[src/rtl/alu_ctrl_seq_pkg.sv]
// Shared ALU-control definitions: instruction classes, op code table, decode record.
// No logic; used by the control stage, the ALU and the muldiv unit.
// Keep the op code table in sync with the ALU's case statement.
package alu_ctrl_seq_pkg;

  // ALU_Op instruction classes from the ID stage
  localparam logic [2:0] CLS_R    = 3'b000;
  localparam logic [2:0] CLS_I    = 3'b001;
  localparam logic [2:0] CLS_LUI  = 3'b010;
  localparam logic [2:0] CLS_B    = 3'b011;
  localparam logic [2:0] CLS_LW   = 3'b100;
  localparam logic [2:0] CLS_SW   = 3'b101;
  localparam logic [2:0] CLS_JAL  = 3'b110;
  localparam logic [2:0] CLS_JALR = 3'b111;

  // funct7 values that carry meaning
  localparam logic [6:0] F7_BASE   = 7'b0000000;
  localparam logic [6:0] F7_ALT    = 7'b0100000;
  localparam logic [6:0] F7_MULDIV = 7'b0000001;

  // ALU op code table (zero-extended to OP_W at the port)
  localparam logic [4:0] OP_ADD    = 5'h00;
  localparam logic [4:0] OP_LUI    = 5'h01;
  localparam logic [4:0] OP_OR     = 5'h01;
  localparam logic [4:0] OP_ORI    = 5'h02;
  localparam logic [4:0] OP_SLL    = 5'h03;
  localparam logic [4:0] OP_SRL    = 5'h04;
  localparam logic [4:0] OP_SUB    = 5'h05;
  localparam logic [4:0] OP_AND    = 5'h06;
  localparam logic [4:0] OP_XOR    = 5'h07;
  localparam logic [4:0] OP_BEQ    = 5'h08;
  localparam logic [4:0] OP_BNE    = 5'h09;
  localparam logic [4:0] OP_BGE    = 5'h0A;
  localparam logic [4:0] OP_BLT    = 5'h0B;
  localparam logic [4:0] OP_JAL    = 5'h0C;
  localparam logic [4:0] OP_JALR   = 5'h0D;
  localparam logic [4:0] OP_LW     = 5'h0E;
  localparam logic [4:0] OP_SW     = 5'h0F;
  localparam logic [4:0] OP_MUL    = 5'h10;  // MUL..REMU are OP_MUL + funct3
  localparam logic [4:0] OP_SRA    = 5'h18;
  localparam logic [4:0] OP_SLT    = 5'h19;
  localparam logic [4:0] OP_SLTU   = 5'h1A;

  // Result of decoding one instruction
  typedef struct packed {
    logic [4:0] op;
    logic       multicycle;
    logic       is_div;
    logic       illegal;
  } dec_t;

  typedef enum logic [1:0] {
    ST_EMPTY = 2'd0,
    ST_FULL  = 2'd1,
    ST_BUSY  = 2'd2
  } state_t;

endpackage

[src/rtl/alu_ctrl_decode.sv]
// Purpose: combinational {funct7, alu_op, funct3} -> {op, multicycle, is_div, illegal}.
// Latency: zero cycles (pure logic).
// Backpressure: none; the enclosing stage decides when the result is captured.
module alu_ctrl_decode
  import alu_ctrl_seq_pkg::*;
#(
  parameter bit ENABLE_M = 1'b1
) (
  input  logic [6:0] funct7,
  input  logic [2:0] alu_op,
  input  logic [2:0] funct3,
  output dec_t       dec
);

  // Table decode; anything unmatched leaves op=0 and raises illegal.
  // LUI/LW/SW/JAL/JALR are decoded on class alone.
  always_comb begin
    dec = '0;
    case (alu_op)
      CLS_R: begin
        case (funct7)
          F7_BASE: begin
            case (funct3)
              3'b000:  dec.op = OP_ADD;
              3'b001:  dec.op = OP_SLL;
              3'b010:  dec.op = OP_SLT;
              3'b011:  dec.op = OP_SLTU;
              3'b100:  dec.op = OP_XOR;
              3'b101:  dec.op = OP_SRL;
              3'b110:  dec.op = OP_OR;
              default: dec.op = OP_AND;
            endcase
          end
          F7_ALT: begin
            if (funct3 == 3'b000)      dec.op = OP_SUB;
            else if (funct3 == 3'b101) dec.op = OP_SRA;
            else                       dec.illegal = 1'b1;
          end
          F7_MULDIV: begin
            if (ENABLE_M) begin
              dec.op         = OP_MUL | {2'b00, funct3};
              dec.multicycle = 1'b1;
              dec.is_div     = funct3[2];
            end else begin
              dec.illegal = 1'b1;
            end
          end
          default: dec.illegal = 1'b1;
        endcase
      end
      CLS_I: begin
        case (funct3)
          3'b000: dec.op = OP_ADD;
          3'b001: begin
            if (funct7 == F7_BASE) dec.op = OP_SLL;
            else                   dec.illegal = 1'b1;
          end
          3'b010: dec.op = OP_SLT;
          3'b011: dec.op = OP_SLTU;
          3'b100: dec.op = OP_XOR;
          3'b101: begin
            if (funct7 == F7_BASE)     dec.op = OP_SRL;
            else if (funct7 == F7_ALT) dec.op = OP_SRA;
            else                       dec.illegal = 1'b1;
          end
          3'b110:  dec.op = OP_ORI;
          default: dec.op = OP_AND;
        endcase
      end
      CLS_LUI: dec.op = OP_LUI;
      CLS_B: begin
        case (funct3)
          3'b000:  dec.op = OP_BEQ;
          3'b001:  dec.op = OP_BNE;
          3'b100:  dec.op = OP_BLT;
          3'b101:  dec.op = OP_BGE;
          default: dec.illegal = 1'b1;
        endcase
      end
      CLS_LW:  dec.op = OP_LW;
      CLS_SW:  dec.op = OP_SW;
      CLS_JAL: dec.op = OP_JAL;
      default: dec.op = OP_JALR;
    endcase
  end

endmodule

[src/rtl/alu_ctrl_seq.sv]
// Purpose: registered valid/ready ALU control stage; sequences multi-cycle MUL/DIV.
// Latency: 1 cycle for single-cycle ops, MUL_CYCLES for MUL*, DIV_CYCLES for DIV*/REM*.
// Backpressure: holds its output while ready_i=0; stalls upstream (ready_o=0) while counting.
module alu_ctrl_seq
  import alu_ctrl_seq_pkg::*;
#(
  parameter int OP_W       = 5,
  parameter bit ENABLE_M   = 1'b1,
  parameter int MUL_CYCLES = 4,
  parameter int DIV_CYCLES = 32
) (
  input  logic            clk,
  input  logic            reset,
  input  logic            valid_i,
  output logic            ready_o,
  input  logic [6:0]      funct7_i,
  input  logic [2:0]      alu_op_i,
  input  logic [2:0]      funct3_i,
  input  logic            flush_i,
  output logic            valid_o,
  input  logic            ready_i,
  output logic [OP_W-1:0] alu_operation_o,
  output logic            multicycle_o,
  output logic            busy_o,
  output logic            done_o,
  output logic            illegal_o
);

  localparam int CNT_W = $clog2(DIV_CYCLES + 1);
  // BUSY lasts CYCLES-1 cycles: counter loads CYCLES-2 and leaves at zero.
  localparam logic [CNT_W-1:0] MUL_LOAD = CNT_W'((MUL_CYCLES > 1) ? MUL_CYCLES - 2 : 0);
  localparam logic [CNT_W-1:0] DIV_LOAD = CNT_W'((DIV_CYCLES > 1) ? DIV_CYCLES - 2 : 0);

  dec_t             dec;
  state_t           state_q, state_d;
  logic [CNT_W-1:0] cnt_q, cnt_d;
  logic [4:0]       op_q, op_d;
  logic             mc_q, mc_d;
  logic             ill_q, ill_d;
  logic             done_q, done_d;
  logic             needs_busy;

  alu_ctrl_decode #(
    .ENABLE_M (ENABLE_M)
  ) u_decode (
    .funct7 (funct7_i),
    .alu_op (alu_op_i),
    .funct3 (funct3_i),
    .dec    (dec)
  );

  assign needs_busy = dec.multicycle &&
                      (dec.is_div ? (DIV_CYCLES > 1) : (MUL_CYCLES > 1));

  // Next state, counter and capture; reset and flush override the handshake.
  always_comb begin
    state_d = state_q;
    cnt_d   = cnt_q;
    op_d    = op_q;
    mc_d    = mc_q;
    ill_d   = ill_q;
    done_d  = 1'b0;
    ready_o = 1'b0;

    case (state_q)
      ST_EMPTY: ready_o = 1'b1;
      ST_FULL: begin
        ready_o = ready_i;
        if (ready_i && !valid_i) state_d = ST_EMPTY;
      end
      ST_BUSY: begin
        if (cnt_q == '0) begin
          state_d = ST_FULL;
          done_d  = 1'b1;
        end else begin
          cnt_d = cnt_q - CNT_W'(1);
        end
      end
      default: state_d = ST_EMPTY;
    endcase

    if (reset || flush_i) ready_o = 1'b0;

    if (valid_i && ready_o) begin
      op_d  = dec.op;
      mc_d  = dec.multicycle;
      ill_d = dec.illegal;
      if (needs_busy) begin
        state_d = ST_BUSY;
        cnt_d   = dec.is_div ? DIV_LOAD : MUL_LOAD;
      end else begin
        state_d = ST_FULL;
      end
    end

    if (flush_i) begin
      state_d = ST_EMPTY;
      cnt_d   = '0;
      done_d  = 1'b0;
    end
  end

  // State and output register with synchronous reset.
  always_ff @(posedge clk) begin
    if (reset) begin
      state_q <= ST_EMPTY;
      cnt_q   <= '0;
      op_q    <= '0;
      mc_q    <= 1'b0;
      ill_q   <= 1'b0;
      done_q  <= 1'b0;
    end else begin
      state_q <= state_d;
      cnt_q   <= cnt_d;
      op_q    <= op_d;
      mc_q    <= mc_d;
      ill_q   <= ill_d;
      done_q  <= done_d;
    end
  end

  assign valid_o         = (state_q == ST_FULL);
  assign busy_o          = (state_q == ST_BUSY);
  assign done_o          = done_q;
  assign alu_operation_o = OP_W'(op_q);
  assign multicycle_o    = mc_q;
  assign illegal_o       = ill_q;

endmodule

[config.mk]
export PLATFORM = sky130hd
export DESIGN_NAME = alu_ctrl_seq
export DESIGN_NICKNAME = d
export VERILOG_FILES = /design/src/rtl/alu_ctrl_seq_pkg.sv /design/src/rtl/alu_ctrl_decode.sv /design/src/rtl/alu_ctrl_seq.sv
export SDC_FILE = /design/constraint.sdc
export NUM_CORES = 1
export LEC_CHECK = 0
export ABC_AREA = 0
export ABC_CLOCK_PERIOD_IN_PS = 4140
export CAP_MARGIN = 20
export CORE_MARGIN = 5
export CORE_UTILIZATION = 50
export CTS_BUF_LIST = sky130_fd_sc_hd__clkbuf_16
export CTS_CLUSTER_SIZE = 40
export DETAILED_ROUTE_END_ITERATION = 12
export PLACE_DENSITY = 0.83
export SLEW_MARGIN = 25
export SYNTH_ARGS = -nofsm -noshare
export SYNTH_HDL_FRONTEND = slang
export SYNTH_SLANG_ARGS = --single-unit
[constraint.sdc]
create_clock -name clk -period 4.14 [get_ports clk]
set_input_delay 1.242 -clock clk [delete_from_list [all_inputs] [get_ports clk]]
set_output_delay 1.242 -clock clk [all_outputs]
set_load 0.02 [all_outputs]
# After elaboration in Yosys (flattened, before gate mapping)
# Cells that the tools add are included.
dict set report word_totals {
  romBits 0
  latchBits 0
  ff_bits 16
  ram_bits 0
  mem_count 0
  word_cells 75
  input_bits 18
}
dict set report classes {
  shift 0
  n_eq_ne 19
  n_reduce_logical 14
  mux 34
  add_sub_neg 1
  n_mul 0
  n_div 0
  order_cmp 0
  n_bitwise 1
}
# cell n
set ops {}
lappend ops {{case mux 5 bit (7 select lines)} 3}
lappend ops {{two-way mux 5 bit} 5}
lappend ops {{two-way mux 6 bit} 4}
lappend ops {{== test 3 bit (second input constant)} 6}
lappend ops {{case mux 4 bit (4 select lines)} 1}
lappend ops {{case mux 5 bit (3 select lines)} 1}
lappend ops {{two-way mux 2 bit} 7}
lappend ops {{== test 3 x 2 -> 1 bit (second input constant)} 4}
lappend ops {{two-way mux 1 bit} 8}
lappend ops {{== test 7 x 1 -> 1 bit (second input constant)} 1}
lappend ops {{== test 7 x 6 -> 1 bit (second input constant)} 1}
lappend ops {{zero test 7 bit} 1}
lappend ops {{== test 3 x 1 -> 1 bit (second input constant)} 2}
lappend ops {{zero test 3 bit} 2}
lappend ops {{zero test 6 bit} 1}
lappend ops {{inequality test 3 x 1 -> 1 bit (second input constant)} 2}
lappend ops {{case mux 1 bit (2 select lines)} 3}
lappend ops {{case mux 2 bit (3 select lines)} 1}
lappend ops {{subtractor 6 x 1 -> 6 bit (second input constant)} 1}
lappend ops {{OR reduction 2 bit} 2}
lappend ops {{OR reduction 4 bit} 1}
lappend ops {{case mux 1 bit (3 select lines)} 1}
lappend ops {{AND reduction 3 bit} 1}
lappend ops {{OR reduction 3 bit} 1}
lappend ops {{8 further kinds} 9}

# Logic depth before layout (Yosys ltp)
dict set report depth {
  ltp_word 6
  mapped_depth 8
  ltp_nobuf 7
}

# By module
# Synthesis repeated with hierarchy kept, for this count alone.
dict set report hier_totals {
  hier_cells 147
  hier_area_um2 1167.4
}
# module cells_each n_inst area_per_inst_um2
set by_module_without_submodules {}
lappend by_module_without_submodules {alu_ctrl_seq 79 1 729.4}
lappend by_module_without_submodules {alu_ctrl_decode 68 1 437.9}

# Worst setup path before layout
# Ideal clock, no wire load.
dict set report synth_path {
  kind {in2out}
  from {input port reset}
  to {output port ready_o}
  n_path_buf 2
  path_slack_ps 711
  arrival_ps 2187
  stages 4
  path_cell_list {buf_6 or2_1 buf_6 nor3_1}
}
dict set report synth_between {
  elab_chain_len 2
}
# item line
set synth_rtl {}
lappend synth_rtl {{from (decl)} alu_ctrl_seq.sv:13} ;# input logic reset,
lappend synth_rtl {{logical OR 1 bit} alu_ctrl_seq.sv:82} ;# if (reset || flush_i) ready_o = 1'b0;
lappend synth_rtl {{two-way mux 1 bit} alu_ctrl_seq.sv:82}
lappend synth_rtl {{to (decl)} alu_ctrl_seq.sv:15} ;# output logic ready_o,
# No other way between the ends.

# Worst setup path in the final report
dict set report layout_path {
  from {input port flush_i}
  to {output port ready_o}
}
dict set report layout_between {
  elab_chain_len 2
}
# item line
set layout_rtl {}
lappend layout_rtl {{from (decl)} alu_ctrl_seq.sv:19} ;# input logic flush_i,
lappend layout_rtl {{logical OR 1 bit} alu_ctrl_seq.sv:82}
lappend layout_rtl {{two-way mux 1 bit} alu_ctrl_seq.sv:82}
# No other way between the ends.

==> results <==
==> metrics by stage <==
step,util [%],worst slack (ns),cells
final,69.0,0.175,210
after global routing,69.0,0.0780,210
after CTS,69.0,0.167,210
after detailed placement,65.4,0.175,206
after global placement,65.4,0.208,206
after floorplan,-,0.711,157
==> flip-flops by register name (all words and copies together) (netlist names) <==
name / flops
state_q: 2
alu_operation_o: 5
cnt_q: 6
illegal_o: 1
done_o: 1
multicycle_o: 1
==> cells by family after synthesis <==
group | after synthesis
DFF | 16
and+or+nand+nor | 71
xor gates and xnor gates | 6
buffers and inverters | 18
muxes | 3
AOI/OAI and AO/OA | 41
adders and majority gates | 2
==> worst max path at each step <==
stage,to,cells after the start
after floorplan,ready_o,4
after global placement,ready_o,4
after detailed placement,ready_o,4
after CTS,ready_o,4
after global routing,ready_o,4
final,ready_o,4
==> layout make-up <==
class                   instances  area [um2]  area share (%)
flip-flops and latches         16         320            20.8
repair buffers                 32         310            20.1
clock inverters                 1        3.75           0.244
clock buffers                   3        75.1            4.87
well taps                      28        35.0            2.27
multi-input cells             123         769            50.0
inverters                       7        26.3            1.71
==> power by group through the flow <==
stage	registers (uW)	logic [uW]	clock network, uW
2_1_floorplan	165	40.0	0
3_5_place_dp	162	74.9	0
6_report	159	75.7	186
3_3_place_gp	162	73.7	0
5_1_grt	159	82.5	196
4_1_cts	159	75.4	190
==> critical path: stages <==
cell             delay, ns
clkdlybuf4s50_1       0.42
or2_1                 0.25
nor3_1                0.18
clkdlybuf4s50_1       0.63
==> layout by cell type, fill, tap and decap left out, types with 4 or more instances in the layout <==
master / Yosys / final
dfxtp_1: 16 / 16
nor3_1: 7 / 7
buf_4: 0 / 4
xnor2_1: 5 / 5
a211oi_1: 4 / 4
nor3b_1: 5 / 5
nor2b_1: 4 / 4
or3_1: 4 / 4
a21oi_1: 11 / 11
nand3_1: 9 / 9
nand2_1: 12 / 12
inv_1: 7 / 7
o21ai_0: 9 / 9
clkdlybuf4s50_1: 0 / 28
nor2_1: 16 / 16
==> layer usage <==
layer	global-route usage, %	share of wire [%]
met4	5.83	1.2
met1	24.1	46
met3	1.75	7.0
met2	29.5	46
met5	0	0
==> summary.md <==
| Metric | Value |
|---|---|
| Worst skew pair latency | `0.24 ns` |
| Sw frac | `23.3%` |
| Num CTS Buffers | `3` |
| Fillers | `197` |
| Worst hold slack | `0.475 ns` |
| R2r setup slk | `2.03 ns` |
| Clock Sinks | `16` |
| Tcrit/Tclk final | `95.8%` |
| Synth Area in Simple Gates | `33.0%` |
| Post-route cell area | `0.00154 mm2` |
| Total GRT Usage | `17.8%` |
| Site Rows | `17` |
| Post-layout min period | `3.96 ns` |
| Wirelength per Cell | `13.6 um` |
| DR vias/cell | `6.04` |
| Nature of the critical path endpoint | `output pin` |
| Vias in the first global route | `1,175` |
| Top post-synthesis cells by area | `dfxtp_1 27%, nor2_1 5.1%, a21oi_1 4.7%` |
| Iter 0 DRT Violations | `24` |
| Post-DP HPWL | `2150 um` |
| Crit. Startpoint | `flush_i` |
| Initial antenna violation count | `0` |
| FF-to-FF path depth | `7` |
| #FFs+latches synth | `16` |
| Root Buffer Master | `clkbuf_16` |
| Post-route antenna net violation count | `0` |
| Critical Setup Path Class | `input pin to output pin` |
| Post-Synth Adder-Cell Area | `2.12%` |
| Final hold viol count | `0` |
| Arr. time, crit path | `2.72 ns` |
| Clock Path Buffers | `2` |
| Dpl cell area | `0.00146 mm2` |
| Leakage power | `0.000531 uW` |
| Top FF cell, synth | `dfxtp_1` |
| Port Buffer Count | `28` |
| Initial Util | `52.8%` |
| Synth async-reset ratio | `0%` |
| Die X | `58.6 um` |
| VDD IR max | `0.000205 V` |
| First-pass GRT wire length | `4930 um` |
| H-tree Lvls | `1` |
| Grt total ovfl | `0` |
| Worst R2R End | `cnt_q[1]$_SDFF_PP0_` |
| Area Overhead vs Synth | `30.5%` |
| Max-Cap Viols | `0` |
| Worst clock skew | `0.00275 ns` |
| Required time worst endpoint | `2.90 ns` |
| Worst min-delay path category | `flip-flop to flip-flop` |
| Commonest cells in the netlist | `16 x dfxtp_1, 16 x nor2_1, 12 x nand2_1, 11 x a21oi_1` |
| Clock-pin slew on the worst setup and hold paths | `0.05 ns` |
| Post-Synthesis Cell Area | `0.00118 mm2` |
| Xor/xnor share of the synthesized area | `4.45%` |
| Full die area | `0.00343 mm2` |
| Sequential Power Share | `37.8%` |
| Critical R2R Launch | `cnt_q[0]$_SDFF_PP0_` |
| Startpoint types | `input pin` |
| Power Total | `420 uW` |
| Sw Pwr | `98.1 uW` |
| Number of synthesis warnings | `0` |
| I/O pin total | `29` |
| Die H | `58.6 um` |
| Largest family of logic cells by synthesized area | `simple AND/OR/NAND/NOR gates` |
| Final nets | `203` |
| Setup violators final | `0` |
| CTS tree | `built` |
| Hold_sp | `multicycle_o$_SDFFE_PP0N_` |
| Post-synthesis compound-gate area fraction | `23.1%` |
| Mux share of post-synthesis cell area | `2.55%` |
| Largest net degree at the start of global routing | `16` |
| Drt total wl | `2850 um` |
| Seq/Total Area, Yosys | `27.1%` |
| Cell variety after synth | `41` |
| Achievable Freq | `252 MHz` |
| Post-cts hold buffer count | `0` |
| Cells after Synth | `157` |
| Power Density | `273 mW/mm2` |
| Slew Limit Headroom | `62.8%` |
| Setup_tns | `0 ns` |
| Syn_nets | `177` |
| Hold Crit Depth | `2` |
| RSZ-0062 raised after global routing | `false` |
| Post-CTS sizing | `0` |
| Worst hold endpoint | `multicycle_o$_SDFFE_PP0N_` |
| 1st-pass router iterations | `4` |
| Actual slew at the worst max-slew pin | `0.552 ns` |
| Vias | `1,268` |
| Post-synth top area cell | `dfxtp_1` |
| Diode count | `0` |
| Crit-path max FO | `2` |
| Int Power | `322 uW` |
| Syn_area_per_cell | `7.52 um2` |
| Core Region | `0.00223 mm2` |
| Routability congestion estimate | `0.908` |
| Ratio of cells with drive above 1 in the final layout | `6.04%` |
| Number of flops mapped to enable cells by yosys | `0` |
| Postcts setup bufs | `0` |
| Synth top area share | `27.1%` |
| Max-slew violations | `0` |
| Clock power frac | `44.2%` |
| Combinational fraction of design power | `18.0%` |
| Drc violations | `0` |
| Status | `finished, final reports clean` |
Power figures use the tool's default switching activity.
